==> src/rtl/usb_tx_line_ctrl_if.sv <==
// usb_tx_line_ctrl_if -- byte stream and line-level signals of the USB
// full-speed transmit line controller.
// Optional feature macro: USB_TX_BUS_RESET_EN adds the bus_reset_req request.
interface usb_tx_line_ctrl_if;
    logic [7:0] tx_data;
    logic       tx_valid;
    logic       tx_last;
    logic       tx_ready;
    logic       dp_tx;
    logic       dn_tx;
    logic       tx_oe;
    logic       busy;
    logic       tx_err;
`ifdef USB_TX_BUS_RESET_EN
    logic       bus_reset_req;

    modport master (
        output tx_data, tx_valid, tx_last, bus_reset_req,
        input  tx_ready, dp_tx, dn_tx, tx_oe, busy, tx_err
    );
    modport slave (
        input  tx_data, tx_valid, tx_last, bus_reset_req,
        output tx_ready, dp_tx, dn_tx, tx_oe, busy, tx_err
    );
`else
    modport master (
        output tx_data, tx_valid, tx_last,
        input  tx_ready, dp_tx, dn_tx, tx_oe, busy, tx_err
    );
    modport slave (
        input  tx_data, tx_valid, tx_last,
        output tx_ready, dp_tx, dn_tx, tx_oe, busy, tx_err
    );
`endif
endinterface

==> src/rtl/usb_tx_line_ctrl.sv <==
// usb_tx_line_ctrl -- USB full-speed transmit line controller.
// Serialises a byte stream as SYNC + NRZI/bit-stuffed data + EOP, with a
// one-byte holding register so consecutive bytes go out without a gap.
// Optional feature macro: USB_TX_BUS_RESET_EN compiles in bus_reset_req and
// the BUS_RST state that drives a long SE0 bus reset from IDLE.
module usb_tx_line_ctrl #(
    parameter int CLK_DIV    = 4,
    parameter int RESET_BITS = 120
) (
    input  logic              clk,
    input  logic              rst,
    usb_tx_line_ctrl_if.slave bus
);
    localparam int DCW = (CLK_DIV > 2) ? $clog2(CLK_DIV) : 1;
    localparam int BCW = ($clog2(RESET_BITS + 1) > 3) ? $clog2(RESET_BITS + 1) : 3;
    localparam logic [DCW-1:0] DIV_LAST = DCW'(CLK_DIV - 1);
    localparam logic [BCW-1:0] BIT_LAST = BCW'(7);
    localparam logic [BCW-1:0] SYNC_ONE = BCW'(6);
    localparam logic [1:0]     LINE_J   = 2'b10;
    localparam logic [1:0]     LINE_K   = 2'b01;
    localparam logic [1:0]     LINE_SE0 = 2'b00;

    typedef enum logic [2:0] {
        ST_IDLE    = 3'd0,
        ST_SYNC    = 3'd1,
        ST_DATA    = 3'd2,
        ST_EOP_SE0 = 3'd3,
        ST_EOP_J   = 3'd4
`ifdef USB_TX_BUS_RESET_EN
        ,
        ST_BUS_RST = 3'd5
`endif
    } state_t;

    // NRZI: a 0 toggles between J and K, a 1 keeps the previous level
    function automatic logic [1:0] nrzi_next(input logic [1:0] line, input logic bit_v);
        return bit_v ? line : {line[0], line[1]};
    endfunction

    state_t           state_r, state_nx;
    logic [DCW-1:0]   div_r, div_nx;
    logic [BCW-1:0]   bit_r, bit_nx;
    logic [6:0]       shift_r, shift_nx;
    logic [7:0]       hold_r, hold_nx;
    logic             hold_full_r, hold_full_nx;
    logic             hold_last_r, hold_last_nx;
    logic             cur_last_r, cur_last_nx;
    logic             last_seen_r, last_seen_nx;
    logic [2:0]       ones_r, ones_nx;
    logic [1:0]       line_r, line_nx;
    logic             oe_r, oe_nx;
    logic             busy_r, busy_nx;
    logic             err_r, err_nx;
    logic             ready_r, ready_nx;

    logic             accept_s;
    logic             strobe_s;
    logic             avail_s;
    logic [7:0]       next_byte_s;
    logic             next_last_s;
    logic             bit_v_s;

`ifdef USB_TX_BUS_RESET_EN
    // a bus reset request in IDLE wins over a byte offered on the same clock
    assign accept_s = bus.tx_valid && ready_r && !((state_r == ST_IDLE) && bus.bus_reset_req);
`else
    assign accept_s = bus.tx_valid && ready_r;
`endif
    assign strobe_s    = (div_r == DIV_LAST);
    // a byte arriving on the reload clock itself is taken straight from the bus
    assign avail_s     = hold_full_r || accept_s;
    assign next_byte_s = hold_full_r ? hold_r : bus.tx_data;
    assign next_last_s = hold_full_r ? hold_last_r : bus.tx_last;

    assign bus.tx_ready = ready_r;
    assign bus.dp_tx    = line_r[1];
    assign bus.dn_tx    = line_r[0];
    assign bus.tx_oe    = oe_r;
    assign bus.busy     = busy_r;
    assign bus.tx_err   = err_r;

    // next-state, serialiser and line-level decisions
    always_comb begin
        state_nx     = state_r;
        div_nx       = div_r;
        bit_nx       = bit_r;
        shift_nx     = shift_r;
        hold_nx      = hold_r;
        hold_full_nx = hold_full_r;
        hold_last_nx = hold_last_r;
        cur_last_nx  = cur_last_r;
        last_seen_nx = last_seen_r;
        ones_nx      = ones_r;
        line_nx      = line_r;
        oe_nx        = oe_r;
        err_nx       = 1'b0;
        ready_nx     = 1'b0;
        bit_v_s      = 1'b0;

        if (accept_s) begin
            hold_nx      = bus.tx_data;
            hold_full_nx = 1'b1;
            hold_last_nx = bus.tx_last;
            last_seen_nx = last_seen_r || bus.tx_last;
        end else begin
            hold_nx = hold_r;
        end

        if (state_r == ST_IDLE) begin
            div_nx = {DCW{1'b0}};
        end else if (strobe_s) begin
            div_nx = {DCW{1'b0}};
        end else begin
            div_nx = div_r + DCW'(1);
        end

        case (state_r)
            ST_IDLE: begin
                bit_nx  = {BCW{1'b0}};
                ones_nx = 3'd0;
                line_nx = LINE_J;
                oe_nx   = 1'b0;
`ifdef USB_TX_BUS_RESET_EN
                if (bus.bus_reset_req) begin
                    state_nx = ST_BUS_RST;
                    line_nx  = LINE_SE0;
                    oe_nx    = 1'b1;
                end else
`endif
                if (accept_s) begin
                    // first SYNC bit is a 0, so the line toggles J -> K at once
                    state_nx = ST_SYNC;
                    line_nx  = LINE_K;
                    oe_nx    = 1'b1;
                end else begin
                    state_nx = ST_IDLE;
                end
            end
            ST_SYNC, ST_DATA: begin
                if (!strobe_s) begin
                    state_nx = state_r;
                end else if (ones_r == 3'd6) begin
                    // stuffed zero; the data bit pointer does not advance
                    line_nx = {line_r[0], line_r[1]};
                    ones_nx = 3'd0;
                end else if (bit_r != BIT_LAST) begin
                    if (state_r == ST_SYNC) begin
                        bit_v_s = (bit_r == SYNC_ONE);
                    end else begin
                        bit_v_s  = shift_r[0];
                        shift_nx = {1'b0, shift_r[6:1]};
                    end
                    bit_nx  = bit_r + BCW'(1);
                    line_nx = nrzi_next(line_r, bit_v_s);
                    ones_nx = bit_v_s ? (ones_r + 3'd1) : 3'd0;
                end else if ((state_r == ST_DATA) && cur_last_r) begin
                    state_nx = ST_EOP_SE0;
                    line_nx  = LINE_SE0;
                    bit_nx   = {BCW{1'b0}};
                    ones_nx  = 3'd0;
                end else if (avail_s) begin
                    state_nx     = ST_DATA;
                    bit_v_s      = next_byte_s[0];
                    shift_nx     = next_byte_s[7:1];
                    cur_last_nx  = next_last_s;
                    hold_full_nx = 1'b0;
                    bit_nx       = {BCW{1'b0}};
                    line_nx      = nrzi_next(line_r, bit_v_s);
                    ones_nx      = bit_v_s ? (ones_r + 3'd1) : 3'd0;
                end else begin
                    // underrun: abandon the packet with an EOP
                    err_nx   = 1'b1;
                    state_nx = ST_EOP_SE0;
                    line_nx  = LINE_SE0;
                    bit_nx   = {BCW{1'b0}};
                    ones_nx  = 3'd0;
                end
            end
            ST_EOP_SE0: begin
                if (!strobe_s) begin
                    state_nx = ST_EOP_SE0;
                end else if (bit_r == {BCW{1'b0}}) begin
                    bit_nx = BCW'(1);
                end else begin
                    state_nx = ST_EOP_J;
                    line_nx  = LINE_J;
                    bit_nx   = {BCW{1'b0}};
                end
            end
            ST_EOP_J: begin
                if (strobe_s) begin
                    state_nx     = ST_IDLE;
                    line_nx      = LINE_J;
                    oe_nx        = 1'b0;
                    shift_nx     = 7'd0;
                    hold_nx      = 8'd0;
                    hold_full_nx = 1'b0;
                    hold_last_nx = 1'b0;
                    cur_last_nx  = 1'b0;
                    last_seen_nx = 1'b0;
                end else begin
                    state_nx = ST_EOP_J;
                end
            end
`ifdef USB_TX_BUS_RESET_EN
            ST_BUS_RST: begin
                if (!strobe_s) begin
                    state_nx = ST_BUS_RST;
                end else if (bit_r == BCW'(RESET_BITS)) begin
                    state_nx = ST_IDLE;
                    line_nx  = LINE_J;
                    oe_nx    = 1'b0;
                    bit_nx   = {BCW{1'b0}};
                end else if (bit_r == BCW'(RESET_BITS - 1)) begin
                    line_nx = LINE_J;
                    bit_nx  = bit_r + BCW'(1);
                end else begin
                    bit_nx = bit_r + BCW'(1);
                end
            end
`endif
            default: begin
                state_nx = ST_IDLE;
                line_nx  = LINE_J;
                oe_nx    = 1'b0;
            end
        endcase

        busy_nx = (state_r != ST_IDLE);

        if ((state_nx == ST_SYNC) || (state_nx == ST_DATA)) begin
            ready_nx = !hold_full_nx && !last_seen_nx;
        end else if ((state_r == ST_IDLE) && (state_nx == ST_IDLE)) begin
            ready_nx = 1'b1;
        end else begin
            ready_nx = 1'b0;
        end
    end

    // state and output registers; reset releases the line immediately
    always_ff @(posedge clk or posedge rst) begin
        if (rst) begin
            state_r     <= ST_IDLE;
            div_r       <= {DCW{1'b0}};
            bit_r       <= {BCW{1'b0}};
            shift_r     <= 7'd0;
            hold_r      <= 8'd0;
            hold_full_r <= 1'b0;
            hold_last_r <= 1'b0;
            cur_last_r  <= 1'b0;
            last_seen_r <= 1'b0;
            ones_r      <= 3'd0;
            line_r      <= LINE_J;
            oe_r        <= 1'b0;
            busy_r      <= 1'b0;
            err_r       <= 1'b0;
            ready_r     <= 1'b0;
        end else begin
            state_r     <= state_nx;
            div_r       <= div_nx;
            bit_r       <= bit_nx;
            shift_r     <= shift_nx;
            hold_r      <= hold_nx;
            hold_full_r <= hold_full_nx;
            hold_last_r <= hold_last_nx;
            cur_last_r  <= cur_last_nx;
            last_seen_r <= last_seen_nx;
            ones_r      <= ones_nx;
            line_r      <= line_nx;
            oe_r        <= oe_nx;
            busy_r      <= busy_nx;
            err_r       <= err_nx;
            ready_r     <= ready_nx;
        end
    end
endmodule

==> src/flat_wrapper.sv <==
// flat-port wrapper written by rule: the top's interface ports become plain ports
module usb_tx_line_ctrl_flat 
#(
    parameter int CLK_DIV    = 4,
    parameter int RESET_BITS = 120
)
  (clk, rst, bus_tx_data, bus_tx_valid, bus_tx_last, bus_tx_ready, bus_dp_tx, bus_dn_tx, bus_tx_oe, bus_busy, bus_tx_err);
  usb_tx_line_ctrl_if bus_i ();
  input  logic clk;
  input  logic rst;
  input wire logic [$bits(bus_i.tx_data)-1:0] bus_tx_data;
  input wire logic [$bits(bus_i.tx_valid)-1:0] bus_tx_valid;
  input wire logic [$bits(bus_i.tx_last)-1:0] bus_tx_last;
  output wire logic [$bits(bus_i.tx_ready)-1:0] bus_tx_ready;
  output wire logic [$bits(bus_i.dp_tx)-1:0] bus_dp_tx;
  output wire logic [$bits(bus_i.dn_tx)-1:0] bus_dn_tx;
  output wire logic [$bits(bus_i.tx_oe)-1:0] bus_tx_oe;
  output wire logic [$bits(bus_i.busy)-1:0] bus_busy;
  output wire logic [$bits(bus_i.tx_err)-1:0] bus_tx_err;
  assign bus_i.tx_data = bus_tx_data;
  assign bus_i.tx_valid = bus_tx_valid;
  assign bus_i.tx_last = bus_tx_last;
  assign bus_tx_ready = bus_i.tx_ready;
  assign bus_dp_tx = bus_i.dp_tx;
  assign bus_dn_tx = bus_i.dn_tx;
  assign bus_tx_oe = bus_i.tx_oe;
  assign bus_busy = bus_i.busy;
  assign bus_tx_err = bus_i.tx_err;
  usb_tx_line_ctrl #(.CLK_DIV(CLK_DIV), .RESET_BITS(RESET_BITS)) u_core (.clk(clk), .rst(rst), .bus(bus_i));
endmodule
==> config.mk <==
export PLATFORM = sky130hd
export DESIGN_NAME = usb_tx_line_ctrl_flat
export DESIGN_NICKNAME = d
export VERILOG_FILES = /design/src/rtl/usb_tx_line_ctrl_if.sv /design/src/rtl/usb_tx_line_ctrl.sv /design/src/flat_wrapper.sv
export SDC_FILE = /design/constraint.sdc
export NUM_CORES = 1
export LEC_CHECK = 0
export CORE_MARGIN = 1.5
export CORE_UTILIZATION = 50
export DETAILED_ROUTE_END_ITERATION = 7
export GPL_ROUTABILITY_DRIVEN = 1
export PLACE_DENSITY = 0.71
export SLEW_MARGIN = 20
export SYNTH_ARGS = -nofsm -noshare
export SYNTH_HDL_FRONTEND = slang
export SYNTH_SLANG_ARGS = --single-unit
==> constraint.sdc <==
create_clock -name clk -period 5.3 [get_ports clk]
set_clock_uncertainty 0.2 [all_clocks]
set_input_delay 0.53 -clock clk [delete_from_list [all_inputs] [get_ports clk]]
set_output_delay 0.53 -clock clk [all_outputs]
set_load 0.01 [all_outputs]
==> results.cfg <==
[outcome]
outcome = finished, final reports clean

[layout]
fill_cells = 389
final_area_sq_mm = 0.00257
antenna_cells = 0
multi_input_area_sq_mm = 0.00117
finish.net_count = 275
instances_no_fill = 310
finish.utilization = 0.587
ff_latch_area_sq_mm = 0.00100
layout-drive-gt1-share = 0.109
synthToLayoutAreaGrowth_pct = 11.7

[worst_setup_path]
worstPathRequired_ns = 5.29
critical_path_arrival_ns = 2.56
crit_chain = clkdlybuf4s50_1 -> and2_0 -> o31ai_4 -> a211o_1 -> o41ai_2
rr_worst_depth = 6
path_delay_family = compound AO/OA/AOI/OAI gates
crit_cells = 5
r2r_start = u_core.div_r[0]
cpMaxStageDelayCell = and2_0
crit_path_start_kind = input port
crit_end = u_core.shift_r[6]
worstSetupPathType = in2reg
crit_start = bus_tx_valid
r2r_end = u_core.bus.tx_ready
cp.buffers_inverters = 1
setup.worst_path.end_class = flop
cp_slowest_stage_delay_ns = 0.63
cp_max_fo = 14
r2r_slack_ns = 2.84

[sta]
hold_viol_final = 0
rsz0062_at_grt = false
slew_headroom = 0.491
whs_ns = 0.244
setup_viol = 0
drv_slew = 0
tns_ns = 0
fin_crit_sh = 0.485
clock.fmax_mhz = 389
worst_pin_slew_ns = 0.763
fin_crit_ns = 2.57

[min_path]
hold_class = reg2reg

[floorplanning]
start_util = 0.525
io_pins = 18
die_y_um = 70.9
row_count = 24
core_sq_mm = 0.00438
dieArea_sq_mm = 0.00502
die_w_um = 70.9

[logic_synthesis]
synth_cells = 244
synth_cell_types = 57
ys_seq_elements = 40
yosys_warnings = 0
seq_area_frac_synth = 0.435
ys_top_cells_by_area = dfrtp_1 (42%), nand2_1 (6.8%), mux2i_1 (3.9%)
yosysTopAreaCell = dfrtp_1
ys_async_sr_fraction = 1.00
synth_common_cells = nand2_1 (42), dfrtp_1 (39), a21oi_1 (17), o21ai_0 (17), nor2_1 (10)
netlist_area_sq_mm = 0.00230
avgSynthCellArea_sq_um = 9.44
synth_nets = 262
synth_top_area_frac = 0.424
synthFlopType = dfrtp_1
synth_most_common_cell = nand2_1
synth_edf_count = 0

[clock_network]
clk_latency_ns = 0.29
ctsHoldBuffers = 0
clock-sinks = 40
cts_setup_buffers = 0
path_clk_slew_ns = 0.08
cts_resized = 0
cts_tree = done
cts_max_level = 2
cts_buffers = 5
clk_path_buf_depth = 2
cts-root-buf = clkbuf_8

[power]
vdd_drop_max_uv = 288
p_leak_nw = 1.17
internal_power_mw = 0.846
clkPwrFrac = 0.198
p_seq_frac = 0.377
pwr_density_cell_mw_per_mm2 = 529
swShare = 0.378
p_switching_mw = 0.514
share_comb_of_total_power = 0.424

[drt]
wl_um = 4590
dr.first_iter.drc_count = 101
wl_met2_um = 2020
vias_per_cell = 5.84
ant_nets = 0
route.layer.met1.wl_um = 2360
wl_met3_um = 159
drt-pass1-iter-count = 4
wl_per_cell_um = 14.8
vias = 1811
post-route-drc-count = 0
topRoutingLayerUsed = met4

[place]
placed_area_sq_mm = 0.00245
io_buffers = 17
place_inst = 302
dp_hpwl_um = 3250
gp_congestion = 0.920

[global_route]
grt_pass1_wl_um = 7980
antenna_found_initial = 0
grt-ovfl-total = 0
grt_pass1_vias = 1702
grt_max_degree = 41
grt_util_all_layers = 0.199

[flow_run]
cap_violations = 0
==> through the flow <==
stage	setup slack, ns	total power [mW]
floorplan	3.27	0.949
global placement	2.48	1.08
detailed placement	2.40	1.09
CTS	2.71	1.37
global route	2.55	1.46
finish	2.73	1.36
==> logic make-up (layout without fill, tap and decap cells) <==
group,count (synthesis),in the layout,share of synthesized area
AO/OA/AOI/OAI,70,70,0.202
flip-flops,40,40,0.435
multiplexers,11,11,0.0505
adder cells (fa/ha/maj),6,6,0.0326
XOR/XNOR,2,2,0.0109
AND/OR/NAND/NOR,94,94,0.211
buffers and inverters,21,35,0.0581
==> registers in the layout, indices dropped and copies added, names as in the netlist, 2 cells and up <==
signal,flops
u_core.state_r,3
u_core.bit_r,7
u_core.hold_r,8
u_core.div_r,2
u_core.line_r,2
u_core.ones_r,3
u_core.shift_r,7
==> cell type report <==
class                      count  area share
inverter                       9      0.0131
timing repair buffer          18      0.0691
clock buffer                   7      0.0375
clock inverter                 1      0.0117
sequential                    40       0.390
multi-input combinational    183       0.454
tap                           52      0.0253
==> metal layers <==
layer | vias to the layer above | global-route usage
li1 | 901 | -
met1 | 869 | 0.299
met2 | 36 | 0.292
met3 | 5 | 0.0442
met4 | 0 | 0.0587
met5 | - | 0
==> placed cells by master (no fill, tap or decap), types with 2 or more instances in the layout <==
cell type        netlist  final
nand2_1               42     42
dfrtp_1               39     39
o21ai_0               17     17
a21oi_1               17     17
clkdlybuf4s50_1        0     17
nor2_1                10     10
inv_1                  9      9
mux2i_1                9      9
nand3_1                8      8
clkbuf_8               3      7
o211ai_1               6      6
ha_1                   6      6
a21o_1                 4      4
and3_2                 4      4
nor3_1                 4      4
o21ai_1                4      4
and2_1                 3      3
o31ai_1                3      3
nand4_1                3      3
nor3b_1                3      3
a31oi_1                3      3
a211o_1                3      3
nand4b_1               2      2
and3_1                 2      2
nor2b_1                2      2
==> how the worst min path moves through the flow <==
| stage | from | endpoint | slack (ns) | cells after the start |
|---|---|---|---|---|
| floorplan | u_core.div_r[0] | u_core.div_r[0] | 0.21 | 1 |
| global placement | u_core.div_r[0] | u_core.div_r[0] | 0.23 | 1 |
| detailed placement | u_core.div_r[0] | u_core.div_r[0] | 0.23 | 1 |
| CTS | u_core.div_r[0] | u_core.div_r[0] | 0.25 | 1 |
| global route | u_core.div_r[0] | u_core.div_r[0] | 0.27 | 1 |
| finish | u_core.div_r[0] | u_core.div_r[0] | 0.24 | 1 |
==> power by group through the flow <==
stage	sequential (mW)	combinational, mW	clock [mW]
after global routing	0.529	0.643	0.286
final	0.514	0.577	0.270
after CTS	0.513	0.576	0.277
after floorplan	0.483	0.467	0
after detailed placement	0.517	0.574	0
after global placement	0.516	0.564	0
==> worst register-to-register path, delay by kind of cell (launching register included) <==
kind | cells | cell delay (ns)
AOI/OAI and AO/OA | 1 | 0.12
DFF | 1 | 0.35
and+or+nand+nor | 3 | 1.09
adders and majority gates | 1 | 0.40
buffers and inverters | 1 | 0.21
Power figures use the tool's default switching activity.
